## src/rtl/jk_pkg.sv

```systemverilog
// Shared op codes and sequencer state encoding for the JK command path.
package jk_pkg;

    typedef logic [1:0] jk_op_t;

    localparam jk_op_t JK_HOLD   = 2'b00;
    localparam jk_op_t JK_SET    = 2'b01;
    localparam jk_op_t JK_RESET  = 2'b10;
    localparam jk_op_t JK_TOGGLE = 2'b11;

    typedef enum logic {
        SEQ_IDLE,
        SEQ_RUN
    } seq_state_t;

endpackage

```

## src/rtl/jk_cmd_fifo.sv

```systemverilog
// Command FIFO: first-word fall-through read, occupancy counter, async reset.
module jk_cmd_fifo #(
    parameter int unsigned DEPTH = 4,
    parameter int unsigned W     = 6
) (
    input  logic         clk,
    input  logic         rst,
    input  logic         push,
    input  logic         pop,
    input  logic [W-1:0] wdata,
    output logic [W-1:0] rdata_c,
    output logic         full_c,
    output logic         empty_c
);

    localparam int unsigned AW = $clog2(DEPTH);
    localparam int unsigned CW = AW + 1;

    logic [W-1:0]  mem [DEPTH];
    logic [AW-1:0] wr_ptr;
    logic [AW-1:0] rd_ptr;
    logic [CW-1:0] count;

    assign rdata_c = mem[rd_ptr];
    assign full_c  = (count == CW'(DEPTH));
    assign empty_c = (count == '0);

    // Storage carries no reset; only the pointers and count define validity.
    always_ff @(posedge clk) begin
        if (push) begin
            mem[wr_ptr] <= wdata;
        end
    end

    // Pointers wrap naturally since DEPTH is a power of two.
    always_ff @(posedge clk or posedge rst) begin
        if (rst) begin
            wr_ptr <= '0;
            rd_ptr <= '0;
            count  <= '0;
        end else begin
            if (push) begin
                wr_ptr <= wr_ptr + AW'(1);
            end
            if (pop) begin
                rd_ptr <= rd_ptr + AW'(1);
            end
            case ({push, pop})
                2'b10:   count <= count + CW'(1);
                2'b01:   count <= count - CW'(1);
                default: count <= count;
            endcase
        end
    end

endmodule

```

## src/rtl/jk_cmd_seq.sv

```systemverilog
// JK command sequencer: queues timed ops and plays them onto the JK state input.
// Optional Q shadow checker enabled by defining JK_CMD_SEQ_SHADOW_EN.
module jk_cmd_seq
    import jk_pkg::*;
#(
    parameter int unsigned DEPTH = 4,
    parameter int unsigned LEN_W = 4
) (
    input  logic             clk,
    input  logic             rst,
    input  logic             cmd_valid,
    output logic             cmd_ready,
    input  logic [1:0]       cmd_op,
    input  logic [LEN_W-1:0] cmd_len,
    output logic [1:0]       state,
    output logic             busy,
    output logic             cmd_done
`ifdef JK_CMD_SEQ_SHADOW_EN
    ,
    output logic             q_model,
    input  logic             q_obs,
    output logic             q_err
`endif
);

    localparam int unsigned DW = 2 + LEN_W;

    seq_state_t       fsm_q;
    seq_state_t       fsm_d;
    jk_op_t           state_d;
    logic [LEN_W-1:0] rem_q;
    logic [LEN_W-1:0] rem_d;
    logic             busy_d;
    logic             done_d;
    logic             push;
    logic             pop;
    logic             fifo_full;
    logic             fifo_empty;
    logic [DW-1:0]    head;
    jk_op_t           head_op;
    logic [LEN_W-1:0] head_len;

    assign cmd_ready = !fifo_full;
    assign push      = cmd_valid && cmd_ready;
    assign head_op   = jk_op_t'(head[DW-1 -: 2]);
    assign head_len  = head[LEN_W-1:0];

    jk_cmd_fifo #(
        .DEPTH (DEPTH),
        .W     (DW)
    ) u_fifo (
        .clk     (clk),
        .rst     (rst),
        .push    (push),
        .pop     (pop),
        .wdata   ({cmd_op, cmd_len}),
        .rdata_c (head),
        .full_c  (fifo_full),
        .empty_c (fifo_empty)
    );

    always_ff @(posedge clk or posedge rst) begin
        if (rst) begin
            fsm_q    <= SEQ_IDLE;
            state    <= JK_HOLD;
            rem_q    <= '0;
            busy     <= 1'b0;
            cmd_done <= 1'b0;
        end else begin
            fsm_q    <= fsm_d;
            state    <= state_d;
            rem_q    <= rem_d;
            busy     <= busy_d;
            cmd_done <= done_d;
        end
    end

    // Next command is popped on the edge that ends the last cycle, so no HOLD gap.
    always_comb begin
        fsm_d   = fsm_q;
        state_d = jk_op_t'(state);
        rem_d   = rem_q;
        busy_d  = busy;
        done_d  = 1'b0;
        pop     = 1'b0;
        case (fsm_q)
            SEQ_IDLE: begin
                state_d = JK_HOLD;
                busy_d  = 1'b0;
                if (!fifo_empty) begin
                    pop     = 1'b1;
                    state_d = head_op;
                    rem_d   = head_len;
                    busy_d  = 1'b1;
                    done_d  = (head_len == '0);
                    fsm_d   = SEQ_RUN;
                end
            end
            SEQ_RUN: begin
                if (rem_q != '0) begin
                    rem_d  = rem_q - LEN_W'(1);
                    done_d = (rem_q == LEN_W'(1));
                end else if (!fifo_empty) begin
                    pop     = 1'b1;
                    state_d = head_op;
                    rem_d   = head_len;
                    done_d  = (head_len == '0);
                end else begin
                    state_d = JK_HOLD;
                    busy_d  = 1'b0;
                    fsm_d   = SEQ_IDLE;
                end
            end
            default: begin
                state_d = JK_HOLD;
                busy_d  = 1'b0;
                fsm_d   = SEQ_IDLE;
            end
        endcase
    end

`ifdef JK_CMD_SEQ_SHADOW_EN
    // Shadow of downstream Q, advanced with the op currently driven on state.
    always_ff @(posedge clk or posedge rst) begin
        if (rst) begin
            q_model <= 1'b0;
            q_err   <= 1'b0;
        end else begin
            case (jk_op_t'(state))
                JK_SET:    q_model <= 1'b1;
                JK_RESET:  q_model <= 1'b0;
                JK_TOGGLE: q_model <= !q_model;
                default:   q_model <= q_model;
            endcase
            if (q_obs != q_model) begin
                q_err <= 1'b1;
            end
        end
    end
`endif

endmodule

```

## config.mk

```make
export PLATFORM = sky130hd
export DESIGN_NAME = jk_cmd_seq
export DESIGN_NICKNAME = d
export VERILOG_FILES = /design/src/rtl/jk_pkg.sv /design/src/rtl/jk_cmd_fifo.sv /design/src/rtl/jk_cmd_seq.sv
export SDC_FILE = /design/constraint.sdc
export NUM_CORES = 1
export LEC_CHECK = 0
export ABC_AREA = 0
export BUFFER_PORTS_ARGS = -buffer_cell sky130_fd_sc_hd__buf_2
export CORE_UTILIZATION = 62
export CTS_BUF_LIST = sky130_fd_sc_hd__clkbuf_4
export DETAILED_ROUTE_END_ITERATION = 6
export GPL_TIMING_DRIVEN = 0
export PLACE_DENSITY = 0.82
export RECOVER_POWER = 50
export SETUP_SLACK_MARGIN = 0.15
export SYNTH_ARGS = -nofsm -noshare
export SYNTH_HDL_FRONTEND = slang
export SYNTH_SLANG_ARGS = --single-unit
```

## constraint.sdc

```tcl
create_clock -name clk -period 4.05 [get_ports clk]
set_input_delay 1.215 -clock clk [delete_from_list [all_inputs] [get_ports clk]]
set_output_delay 1.215 -clock clk [all_outputs]
set_load 0.02 [all_outputs]
```

==> impl_metrics.toml <==
[yosys]
syn_area_per_cell_um2 = 15.5
syn_area_um2 = 1760
synth-edff-count = 24
syn_inst = 114
yosysUniqueCellTypes = 32
ys_async_sr_fraction_pct = 40.0
syn-num-nets = 132
synth.yosys.seq_area_share_pct = 63.6
synth_flop_cell = "edfxtp_1"
synth_warnings = 0
ys_seq_elements = 40

[setup_path]
cp_slowest_cell = "fa_1"
cp_slowest_stage_delay_ps = 420
cp-end-kind = "register"
r2r_end = "u_fifo.count[2]"
crit_buf_inv = 2
setup.worst_path.class = "register to register"
worst_r2r_path_depth = 10
cp_data_arrival_time_ps = 3020
path_delay_family = "adder cells"
cp.required_ps = 4310
r2r-start = "rem_q[0]"
critPathMaxFanout = 8
crit_path_start_kind = "register"
rrSetupSlack_ps = 1290
path_cells = "inv_1 > ha_1 > or3b_4 > a21oi_2 > ha_1 > inv_1 > fa_1 > xor2_1 > nor2_1 > xor2_1"

[layout]
multi_input_area_um2 = 569
utilization_pct = 74.7
ff_latch_area_um2 = 1120
layoutNonFillerInstCount = 165
drive_gt1_share_pct = 19.3
nets = 152
diodes = 0
syn_to_final_growth_pct = 9.87
nFillCells = 169

[placement]
gp_congestion = 0.841
dp_hpwl_mm = 1.87
port_buffers = 13
place_inst = 157

[floorplanning]
fp-row-count = 18
die_h_um = 55.3
initial_core_util_pct = 68.0
fp.dieW_um = 55.3
dieArea_um2 = 3060
io_pins = 14
coreArea_um2 = 2590

[pwr]
p_leak_nw = 0.795
power_mw = 1.36
p_per_area_nw_per_um2 = 703
peakVddDrop_v = 0.000505

[grt]
use_met2_pct = 31.7
grt_first_pass_wirelength_mm = 4.31
grt.busiest_layer = "met2"
met3_usage_pct = 5.62
use_met1_pct = 23.5
grt_max_degree = 17
grt_overflow = 0
antenna_found_initial = 0
grt_pass1_vias = 990
grt_usage_pct = 19.1

[worst_hold_path]
worstHoldEndpoint = "state[0]"
worstHoldPathCells = 1
worstHoldPathType = "register to register"
hp-start = "state[0]"

[route]
drc = 0
postRouteAntennaNets = 0
wl_mm = 2.51
drt_iter0_markers = 25
num_vias = 948
wl_per_cell_um = 15.2
dr.pass1.iters = 4
viasPerCell = 5.75

[job]
drv_cap = 0

[clock_tree]
cts_resized = 0
root_buffer = "clkbuf_4"
htreeDepth = 2
clock_sinks = 40
cts_buffer_depth = 2
cts_made_buffers = 5
cts_tree = "yes"
clock_latency_ps = 340
path_clk_slew_ps = 110
post_cts_buffers = 0
holdBufCountCts = 0

[sta]
rsz0062_at_grt = "false"
min_period_ps = 2760
fin_setup_tns_ps = 0
worst_pin_slew_ps = 601
setup_viol_count_final = 0
relSlewSlack_pct = 59.9
period_share_pct = 68.1
slew_violations = 0
fin_skew_ps = 6.84
timing.fmax_mhz = 363
hold_violations = 0
hold_ws_ps = 513

[run_status]
status = "finished, final reports clean"
==> synth_stat cells (all sizes together) (2+ instances only) <==
master  number  area (um^2)
a21oi        5         28.8
and3         4         25.0
xor2         3         26.3
nand3        3         15.0
and2         2         15.0
dfrtp       16          400
ha           8          100
o21ai        2         10.0
mux4         6          146
edfxtp      24          721
a22o         2         20.0
nand2        5         18.8
xnor2        3         26.3
mux2         2         22.5
nor2         2         7.51
buf          2         22.5
nor3         2         10.0
inv         12         45.0
==> area by class of cell <==
cell class	count	share of cell area (%)
Buffer	3	1.36
Multi-Input combinational cell	59	29.4
Timing Repair Buffer	13	2.91
Clock buffer	5	1.94
Clock inverter	3	2.20
Sequential cell	40	57.9
Inverter	12	2.33
Tap cell	30	1.94
==> worst max path at each step <==
stage | start | end | cells past startpoint
floorplan | cmd_valid | u_fifo.count[2] | 8
finish | rem_q[0] | u_fifo.count[2] | 10
CTS | rem_q[0] | u_fifo.count[2] | 10
detailed placement | cmd_valid | u_fifo.count[2] | 9
global route | rem_q[0] | u_fifo.count[2] | 10
global placement | cmd_valid | u_fifo.count[2] | 9
==> state kept, by name, indices dropped and copies added (netlist names) <==
| signal | count |
|---|---|
| u_fifo.mem | 24 |
| rem_q | 4 |
| u_fifo.count | 3 |
| state | 2 |
| u_fifo.rd_ptr | 2 |
| u_fifo.wr_ptr | 2 |
| busy | 1 |
| cmd_done | 1 |
| fsm_q | 1 |
==> stage by stage <==
stage          worst slack, ps  area (um^2)
2_1_floorplan             1520         1760
3_3_place_gp              1360         1860
3_5_place_dp              1290         1860
4_1_cts                   1290         1940
5_1_grt                   1110         1940
6_report                  1290         1940
==> per-layer routing <==
metal,wire length [um],vias to the layer above
li1,-,461
met3,106,6
met5,0,-
met4,37,0
met2,1320,22
met1,1040,459
==> placed cells by master (no fill, tap or decap) <==
master,n
a32o_2,1
nand3_1,3
a22o_2,2
edfxtp_1,24
ha_1,8
a21oi_1,4
inv_1,12
and3_1,4
o21ai_0,2
o21bai_1,1
clkbuf_1,8
nand2b_1,1
buf_2,6
nor2_1,2
and2_0,1
dfrtp_1,16
mux4_2,3
buf_6,2
mux4_1,3
and2_4,1
or3b_4,1
xnor2_1,3
o31ai_1,1
bufinv_16,1
clkinv_4,1
a221o_1,1
o221a_1,1
mux2_2,2
clkinv_1,1
nor3_1,2
fa_1,1
nand2_1,5
nor4_1,1
or3_1,1
a21oi_2,1
clkbuf_4,5
xor2_1,3
==> kinds of logic (layout without fill, tap and decap cells) <==
logic type | after synthesis | count (layout) | synth area share (%)
XOR/XNOR | 6 | 6 | 2.98
buffers and inverters | 15 | 36 | 4.05
AO/OA/AOI/OAI | 14 | 14 | 6.04
multiplexers | 8 | 8 | 9.59
adder cells (fa/ha/maj) | 9 | 9 | 6.82
AND/OR/NAND/NOR | 22 | 22 | 6.89
flip-flops | 40 | 40 | 63.6
==> power breakdown <==
part	leakage (nW)	switching, mW	internal [mW]
registers	0.407	0.0621	0.561
logic	0.345	0.258	0.227
clock network	0.0428	0.122	0.129
No activity file was read; power rests on OpenSTA's default activity.
